## config.mk

```make
export PLATFORM = sky130hd
export DESIGN_NAME = jam_param
export DESIGN_NICKNAME = d
export VERILOG_FILES = /design/src/rtl/jam_pkg.sv /design/src/rtl/jam_next_perm.sv /design/src/rtl/jam_param.sv
export SDC_FILE = /design/constraint.sdc
export NUM_CORES = 1
export LEC_CHECK = 0
export ABC_AREA = 0
export CAP_MARGIN = 0
export CORE_UTILIZATION = 64
export DETAILED_ROUTE_END_ITERATION = 16
export MAX_ROUTING_LAYER = met4
export PLACE_DENSITY = 0.87
export SKIP_LAST_GASP = 1
export SYNTH_ARGS = -nofsm -noshare
export SYNTH_HDL_FRONTEND = slang
export SYNTH_SLANG_ARGS = --single-unit
```

## constraint.sdc

```tcl
create_clock -name CLK -period 17 [get_ports CLK]
set_input_delay 1.7 -clock CLK [delete_from_list [all_inputs] [get_ports CLK]]
set_output_delay 1.7 -clock CLK [all_outputs]
set_load 0.02 [all_outputs]
```

## src/rtl/jam_pkg.sv

```systemverilog
// rtl/jam_pkg.sv - shared FSM type and width helpers for the job-assignment engine
package jam_pkg;

    typedef enum logic [1:0] {
        S_IDLE  = 2'd0,
        S_FETCH = 2'd1,
        S_EVAL  = 2'd2,
        S_DONE  = 2'd3
    } state_t;

    function automatic int clog2(input int value);
        int result;
        result = 0;
        for (int i = 0; i < 31; i++) begin
            if ((1 << i) < value) result = i + 1;
        end
        return result;
    endfunction

    // Headroom of clog2(n_max) bits keeps an n-term sum of CW-bit costs from wrapping.
    function automatic int acc_width(input int cost_w, input int n_max);
        return cost_w + clog2(n_max);
    endfunction

endpackage

```

## src/rtl/jam_next_perm.sv

```systemverilog
// rtl/jam_next_perm.sv - combinational lexicographic successor over the first n slots
module jam_next_perm
    import jam_pkg::*;
#(
    parameter  int N_MAX = 8,
    localparam int IDX_W = clog2(N_MAX)
) (
    input  logic [N_MAX*IDX_W-1:0] perm,
    input  logic [IDX_W:0]         n,
    output logic [N_MAX*IDX_W-1:0] next_perm,
    output logic                   is_last
);

    logic [IDX_W-1:0] p [N_MAX];
    logic [IDX_W-1:0] q [N_MAX];
    logic [IDX_W-1:0] pivot;
    logic [IDX_W-1:0] succ;
    logic             found;

    always_comb begin
        for (int i = 0; i < N_MAX; i++) begin
            p[i] = perm[i*IDX_W +: IDX_W];
        end

        found = 1'b0;
        pivot = '0;
        for (int i = 0; i < N_MAX - 1; i++) begin
            if (((IDX_W+1)'(i + 1) < n) && (p[i] < p[i+1])) begin
                found = 1'b1;
                pivot = IDX_W'(i);
            end
        end

        // The tail after the pivot is descending, so the last larger element is the smallest one.
        succ = pivot;
        for (int j = 0; j < N_MAX; j++) begin
            if ((IDX_W'(j) > pivot) && ((IDX_W+1)'(j) < n) && (p[j] > p[pivot])) begin
                succ = IDX_W'(j);
            end
        end

        for (int j = 0; j < N_MAX; j++) begin
            q[j] = p[j];
        end
        q[pivot] = p[succ];
        q[succ]  = p[pivot];

        next_perm = '0;
        for (int j = 0; j < N_MAX; j++) begin
            if ((IDX_W'(j) > pivot) && ((IDX_W+1)'(j) < n)) begin
                next_perm[j*IDX_W +: IDX_W] = q[IDX_W'(int'(pivot) + int'(n) - j)];
            end else begin
                next_perm[j*IDX_W +: IDX_W] = q[j];
            end
        end

        is_last = ~found;
    end

endmodule

```

## src/rtl/jam_param.sv

```systemverilog
// rtl/jam_param.sv - exhaustive n-worker job assignment search over an external cost table
module jam_param
    import jam_pkg::*;
#(
    parameter  int N_MAX = 8,
    parameter  int CW    = 7,
    parameter  int MC_W  = 16,
    localparam int IDX_W = clog2(N_MAX),
    localparam int ACC_W = acc_width(CW, N_MAX)
) (
    input  logic                   CLK,
    input  logic                   RST,
    input  logic                   start,
    input  logic [IDX_W:0]         n_act,
    output logic [IDX_W-1:0]       W,
    output logic [IDX_W-1:0]       J,
    input  logic [CW-1:0]          Cost,
    output logic                   busy,
    output logic                   Valid,
    output logic [ACC_W-1:0]       MinCost,
    output logic [MC_W-1:0]        MatchCount,
    output logic [N_MAX*IDX_W-1:0] BestPerm
);

    localparam logic [IDX_W:0] N_MIN_L = (IDX_W+1)'(2);
    localparam logic [IDX_W:0] N_MAX_L = (IDX_W+1)'(N_MAX);

    function automatic logic [N_MAX*IDX_W-1:0] identity_perm();
        logic [N_MAX*IDX_W-1:0] v;
        v = '0;
        for (int i = 0; i < N_MAX; i++) begin
            v[i*IDX_W +: IDX_W] = IDX_W'(i);
        end
        return v;
    endfunction

    localparam logic [N_MAX*IDX_W-1:0] IDENT = identity_perm();

    function automatic logic [IDX_W-1:0] slice_at(input logic [N_MAX*IDX_W-1:0] v,
                                                  input logic [IDX_W-1:0]       idx);
        logic [IDX_W-1:0] r;
        r = '0;
        for (int i = 0; i < N_MAX; i++) begin
            if (IDX_W'(i) == idx) r = v[i*IDX_W +: IDX_W];
        end
        return r;
    endfunction

    state_t                 state;
    state_t                 state_nx;
    logic [IDX_W:0]         n_r;
    logic [IDX_W:0]         n_clamped;
    logic [N_MAX*IDX_W-1:0] perm;
    logic [N_MAX*IDX_W-1:0] perm_nx;
    logic                   perm_last;
    logic [ACC_W-1:0]       acc;
    logic [ACC_W-1:0]       acc_sum;
    logic                   first;
    logic                   fetch_last;

    always_comb begin
        n_clamped = n_act;
        if (n_act < N_MIN_L) begin
            n_clamped = N_MIN_L;
        end else if (n_act > N_MAX_L) begin
            n_clamped = N_MAX_L;
        end
    end

    assign acc_sum    = acc + ACC_W'(Cost);
    assign fetch_last = ({1'b0, W} == (n_r - (IDX_W+1)'(1)));

    jam_next_perm #(
        .N_MAX(N_MAX)
    ) u_next_perm (
        .perm     (perm),
        .n        (n_r),
        .next_perm(perm_nx),
        .is_last  (perm_last)
    );

    always_ff @(posedge CLK) begin
        if (RST) begin
            state <= S_IDLE;
        end else begin
            state <= state_nx;
        end
    end

    always_comb begin
        state_nx = state;
        case (state)
            S_IDLE:  if (start) state_nx = S_FETCH;
            S_FETCH: if (fetch_last) state_nx = S_EVAL;
            S_EVAL:  state_nx = perm_last ? S_DONE : S_FETCH;
            S_DONE:  state_nx = S_IDLE;
            default: state_nx = S_IDLE;
        endcase
    end

    // W doubles as the fetch position counter; J always tracks perm[W].
    always_ff @(posedge CLK) begin
        if (RST) begin
            W          <= '0;
            J          <= '0;
            busy       <= 1'b0;
            Valid      <= 1'b0;
            MinCost    <= '1;
            MatchCount <= '0;
            BestPerm   <= IDENT;
            perm       <= IDENT;
            n_r        <= N_MIN_L;
            acc        <= '0;
            first      <= 1'b1;
        end else begin
            Valid <= 1'b0;
            case (state)
                S_IDLE: begin
                    if (start) begin
                        n_r        <= n_clamped;
                        perm       <= IDENT;
                        acc        <= '0;
                        first      <= 1'b1;
                        MinCost    <= '1;
                        MatchCount <= '0;
                        W          <= '0;
                        J          <= '0;
                        busy       <= 1'b1;
                    end
                end
                S_FETCH: begin
                    acc <= acc_sum;
                    if (!fetch_last) begin
                        W <= W + IDX_W'(1);
                        J <= slice_at(perm, W + IDX_W'(1));
                    end
                end
                S_EVAL: begin
                    if (first || (acc < MinCost)) begin
                        MinCost    <= acc;
                        MatchCount <= MC_W'(1);
                        BestPerm   <= perm;
                        first      <= 1'b0;
                    end else if ((acc == MinCost) && (MatchCount != '1)) begin
                        MatchCount <= MatchCount + MC_W'(1);
                    end
                    if (perm_last) begin
                        busy <= 1'b0;
                    end else begin
                        perm <= perm_nx;
                        acc  <= '0;
                        W    <= '0;
                        J    <= slice_at(perm_nx, IDX_W'(0));
                    end
                end
                S_DONE: begin
                    Valid <= 1'b1;
                end
                default: begin
                end
            endcase
        end
    end

endmodule

```

* Yosys cells after proc, flatten, opt, wreduce, memory -nomap -nowiden
Index checks and enable logic that the tools add are counted.
** Storage, ports and cells
- Flip-flop bits (word level) :: 99
- Bits in latches :: 0
- Bits in writable memories :: 0
- ROM bits :: 0
- Output and inout bits :: 58
- Logic and storage cells :: 245
- Memories kept :: 0
** Cells by class
- Add/subtract/negate cells :: 12
- Multipliers :: 0
- Div/mod/pow operators :: 0
- $lt $le $gt $ge :: 46
- Equality and inequality tests :: 20
- Shift-type cells :: 0
- Mux-type cells :: 105
- Bitwise logic cells :: 10
- Reduce and logical (&&, ||, !) cells :: 40
** Operator list (number)
- 2-to-1 mux 3 bit :: 54
- binary-select mux 3 bit (select 3 bit) :: 10
- bitwise mux 24 bit :: 2
- 2-to-1 mux 16 bit :: 3
- 2-to-1 mux 24 bit :: 2
- case mux 24 bit (2 select lines) :: 1
- 2-to-1 mux 10 bit :: 4
- >= comparator 3 x 4 -> 1 bit, second input constant :: 8
- case mux 16 bit (2 select lines) :: 1
- case mux 10 bit (3 select lines) :: 1
- logical AND 1 bit :: 26
- > comparator 3 bit :: 8
- inverter 3 bit :: 8
- less-than comparator 3 bit :: 7
- case mux 10 bit (2 select lines) :: 1
- demux 3 bit (select 3 bit) :: 2
- case mux 3 bit (3 select lines) :: 2
- adder 16 x 1 -> 16 bit, second input constant :: 1
- less-than comparator 3 x 4 -> 1 bit, first input constant :: 4
- inequality test 16 bit, second input constant :: 1
- AND reduction 3 bit :: 5
- == test 3 bit, first input constant :: 4
- > comparator 3 bit, first input constant :: 4
- 2-to-1 mux 1 bit :: 12
- other kinds (37) :: 62

* Depth between registers and ports, before layout
- Word-level depth :: 34
- Gate-level depth with buffers :: 28
- Depth with buffers taken out :: 26

* Modules after synthesis
Synthesis repeated with hierarchy kept, for this count alone.
** Second synthesis, totals
- Cells, all modules :: 1161
- Area total of the unflattened synthesis :: 9001.1 µm²
** Modules (own cells, without submodules)
- jam_param :: instances 1, cells each 581, area an instance 5091.1 µm², sequential area each 1981.9 µm²
- jam_next_perm :: instances 1, cells each 580, area an instance 3910.0 µm², sequential area each 0.0 µm²

* Worst setup path before layout
OpenSTA, ideal clock, no wires.
- Path kind :: register to register
- Start :: reg perm[13]
- End :: reg perm[23]
- Arrival :: 5.763 ns
- Required time :: 16.883 ns
- Slack :: 11.120 ns
- Cell stages (with the launch flop) :: 27
- Buffers on the path :: 2
- Clock period less this slack :: 5.880 ns
- Cell sequence :: dfxtp_1 > clkbuf_1 > inv_1 > ha_1 > o21ai_0 > o221ai_1 > nand2_1 > nor2_1 > a211oi_1 > a311o_1 > a31oi_1 > mux2i_1 > inv_1 > ha_1 > nand2_1 > a2111o_1 > a211oi_2 > o21ai_0 > o21ai_2 > o21ai_4 > buf_6 > o21ai_1 > a21oi_1 > a32o_1 > mux4_2 > mux2_2 > o22a_1
** Between the ends
- Cells in the longest elaborated chain, start to end :: 32
** RTL lines
- start, declared :: RTL line jam_param.sv:53 : logic [N_MAX*IDX_W-1:0] perm;
- start signal, assigned :: RTL line jam_param.sv:150 : perm <= perm_nx;
- less-than comparator 3 bit :: RTL line jam_next_perm.sv:28 : if (((IDX_W+1)'(i + 1) < n) && (p[i] < p[i+1])) begin
- logical AND 1 bit :: RTL line jam_next_perm.sv:28
- 2-to-1 mux 2 bit :: RTL line jam_next_perm.sv:28
- 2-to-1 mux 3 bit (3 in series) :: RTL line jam_next_perm.sv:28
- inverter 3 -> 4 bit (implied by the code) :: RTL line jam_next_perm.sv:37, jam_next_perm.sv:45, jam_next_perm.sv:46
- binary-select mux 3 bit (select 3 bit) :: RTL line jam_next_perm.sv:37, jam_next_perm.sv:46
- 2-to-1 mux 3 bit (implied by the code) (2 in series) :: RTL line jam_next_perm.sv:37, jam_next_perm.sv:46
- > comparator 3 bit :: RTL line jam_next_perm.sv:37 : if ((IDX_W'(j) > pivot) && ((IDX_W+1)'(j) < n) && (p[j] > p[pivot])) begin
- [... 12 more ...]
- 2-to-1 mux 3 bit, on equally long branches :: RTL line jam_next_perm.sv:46, jam_next_perm.sv:45
- demux 3 bit (select 3 bit) / bitwise mux 24 bit (equally long branches) :: RTL line jam_next_perm.sv:46, jam_next_perm.sv:45
- bitwise mux 24 bit :: RTL line jam_next_perm.sv:46 : q[succ] = p[pivot];
- binary-select mux 3 bit (select 3 bit) :: RTL line jam_next_perm.sv:51 : next_perm[j*IDX_W +: IDX_W] = q[IDX_W'(int'(pivot) + int'(n) - j)];
- 2-to-1 mux 3 bit (implied by the code) (2 in series) :: RTL line jam_next_perm.sv:51
- 2-to-1 mux 3 bit :: RTL line jam_next_perm.sv:50 : if ((IDX_W'(j) > pivot) && ((IDX_W+1)'(j) < n)) begin
- 2-to-1 mux 24 bit :: RTL line jam_param.sv:147 : if (perm_last) begin
- case mux 24 bit (2 select lines) :: RTL line jam_param.sv:117 : case (state)
Parallel ways exist; a longest one is shown, timed or not. The select of a mux whose other input is x is not followed.
A chain may end at the register's enable or synchronous reset.

* Final worst setup path
- Start :: reg perm[14]
- End :: reg perm[13]
Same word-level chain as after synthesis.

==> results.yml <==
power_and_ir_drop:
  power_mw: 2.06
  peakVddDrop_mv: 0.188
  power_leakage_nw: 3.90
  powerDensity_mw_per_mm2: 213
cells_and_area:
  final_area_sq_mm: 0.00968
  drive_above_1_share: 0.0734
  final_common_cell: "nand2_1"
  multiInputGateArea_sq_mm: 0.00608
  final_nets: 1246
  layoutNonFillerInstCount: 1345
  final_core_util: 0.755
  regArea_sq_mm: 0.00198
  fillers: 945
  layout_common_cells: "nand2_1 (149), nor2_1 (115), a21oi_1 (101), dfxtp_1 (99), clkdlybuf4s50_1 (71)"
  area_growth_pct: 13.2
die:
  io-pin-count: 72
  initial_utilization: 0.667
  core_area_sq_mm: 0.0128
  die_h_um: 118
  row_count: 41
  die-width_um: 118
  die-area_sq_mm: 0.0138
global_route:
  grt_max_degree: 47
  antenna_found_initial: 0
  grt_pass1_vias: 8675
  gr-usage-all-layers: 0.450
  overflow: 0
  grt_pass1_wl_um: 47600
clock_network:
  clk_pin_slew_ns: 0.08
  htreeDepth: 3
  cts_resized: 0
  clockRootBuffer: "clkbuf_16"
  cts_tree: "built"
  clockBufferDepth: 2
  cts_setup_buffers: 0
  clkSinkCount: 99
  insertion_delay_ns: 0.37
  postCtsHoldBufs: 0
  cts_buffers: 9
synth:
  synth-edff-count: 0
  async_flop_share: 0
  synth_flop_cell: "dfxtp_1"
  yosysSeqAreaShare: 0.232
  yosysTopAreaCell: "dfxtp_1"
  ys_ff_latch: 99
  netlist_top_cells_area: "dfxtp_1 (23%), ha_1 (9.4%), nand2_1 (6.5%), a21oi_1 (5.9%), nor2_1 (5.0%)"
  syn_inst: 1126
  syn_area_sq_mm: 0.00855
  ys_types: 92
  avgSynthCellArea_sq_um: 7.59
  yosys_warnings: 0
  syn-num-nets: 1206
  synth_top_area_frac: 0.232
critical_path:
  timing.rr.end: "perm[13]"
  crit_fanout: 13
  reg2reg_depth: 23
  crit_path_start: "perm[14]"
  r2r_slack_ns: 8.95
  crit_required_ns: 17.24
  criticalPathCategory: "flip-flop to flip-flop"
  worstPathArrival_ns: 8.29
  worstReg2RegStart: "perm[14]"
  start_kind: "flip-flop"
  end_kind: "flip-flop"
hold_path:
  holdPathEnd: "BestPerm[11]"
  hold_path_depth: 2
  hp-class: "flip-flop to flip-flop"
  worstHoldStart: "BestPerm[11]"
flow_run:
  max-cap-violations: 0
drt:
  vias: 9562
  drt_iter0_drc: 1439
  first_pass_iters: 6
  wirelength_um: 30700
  ant_nets: 0
  drc_errors: 0
  routed_via_density: 7.11
  wl_per_cell_um: 22.9
timing:
  drv_slew: 0
  rsz0062_at_grt: "no"
  finalSetupViolations: 0
  maxSlewHeadroom: 0.140
  clock_skew_ns: 0.0193
  min_period_ns: 8.05
  final_hold_viol_count: 0
  hold_slack_ns: 0.456
  finalWorstSetupSlack_ns: 8.95
  max_freq_mhz: 124
  fin_crit_sh: 0.474
  worst_pin_slew_ns: 1.29
  timing.setup.tns_ns: 0
placed_design:
  place_area_sq_mm: 0.00932
  place_ws_ns: 9.50
  hpwl_um: 22600
  numPortBuffers: 71
  place_congestion: 1.12
  dpl.cell_count: 1327
status:
  status: "complete, no violations"
[sequential cells by signal, summed over array words and instances, names as in the netlist, 2 cells and up]
signal and flops:
BestPerm 24, perm 24, MatchCount 16, MinCost 10, acc 10, n_r 4, J 3, W 3
state 2
[power breakdown]
group	internal (mW)	leakage (nW)	switching (mW)
clock	0.147	0.171	0.103
combinational	0.536	2.93	0.992
sequential	0.254	0.802	0.0283
total	0.937	3.90	1.12
[kinds of logic (layout without fill, tap and decap cells)]
| group | count (synthesis) | after routing | share of synthesized area |
|---|---|---|---|
| simple gates | 412 | 412 | 0.223 |
| compound gates | 363 | 363 | 0.293 |
| buf+inv | 117 | 162 | 0.0571 |
| flops | 99 | 99 | 0.232 |
| fa+ha+maj | 66 | 66 | 0.0983 |
| mux | 39 | 39 | 0.0657 |
| xor+xnor | 30 | 30 | 0.0307 |
| other cells | 0 | 2 | 0 |
[critical path, stage by stage, from the launching register on]
cell and delay, ns:
dfxtp_1 0.63, inv_1 0.21, ha_1 0.32, o21ai_0 0.10, o221a_2 0.37, nor2_1 0.33
nor2_1 0.08, o311ai_0 0.58, a221oi_1 0.25, a21oi_1 0.71, buf_4 0.34, ha_1 0.29
a311o_1 0.37, nor4_1 0.30, o21ai_0 0.14, o21ai_0 0.15, o21ai_2 0.19, o21ai_4 0.43
mux2i_1 0.18, o221a_2 0.35, a222oi_1 1.00, a22o_1 0.28, a2bb2oi_1 0.22, o31ai_1 0.09
[worst max-delay path by stage]
| stage | end | slack [ns] | cells after the start |
|---|---|---|---|
| 3_5_place_dp | perm[23] | 9.50 | 23 |
| 4_1_cts | perm[23] | 9.39 | 23 |
| 3_3_place_gp | perm[23] | 9.45 | 23 |
| 5_1_grt | perm[23] | 8.75 | 23 |
| 2_1_floorplan | perm[23] | 11.12 | 26 |
| 6_report | perm[13] | 8.95 | 23 |
[layout make-up]
type	count	share of cell area
Timing Repair Buffer	83	0.0827
Inverter	63	0.0244
Tap cell	172	0.0222
Clock buffer	9	0.0233
Clock inverter	7	0.0138
Multi-Input combinational cell	910	0.628
Antenna cell	2	0.000517
Sequential cell	99	0.205
[metal layers]
layer	vias up	GRT usage	part of all wire	routed length [um]
li1	4248	-	-	-
met1	4360	0.589	0.38	11700
met2	777	0.650	0.42	13000
met3	177	0.112	0.15	4460
met4	0	0.208	0.051	1570
met5	-	-	0	0
[cells in the mapped netlist (13+ instances only)]
library cell	number
nor2_1	115
clkbuf_1	39
xnor2_1	17
o21ai_0	47
a21o_1	14
mux2i_1	15
xor2_1	13
a21oi_1	101
ha_1	64
nand3_1	36
nor3_1	29
a22oi_1	13
dfxtp_1	99
o22ai_1	14
a31oi_1	20
o211ai_1	34
inv_1	60
nand2_1	149
(Power assumes the default switching activity.)
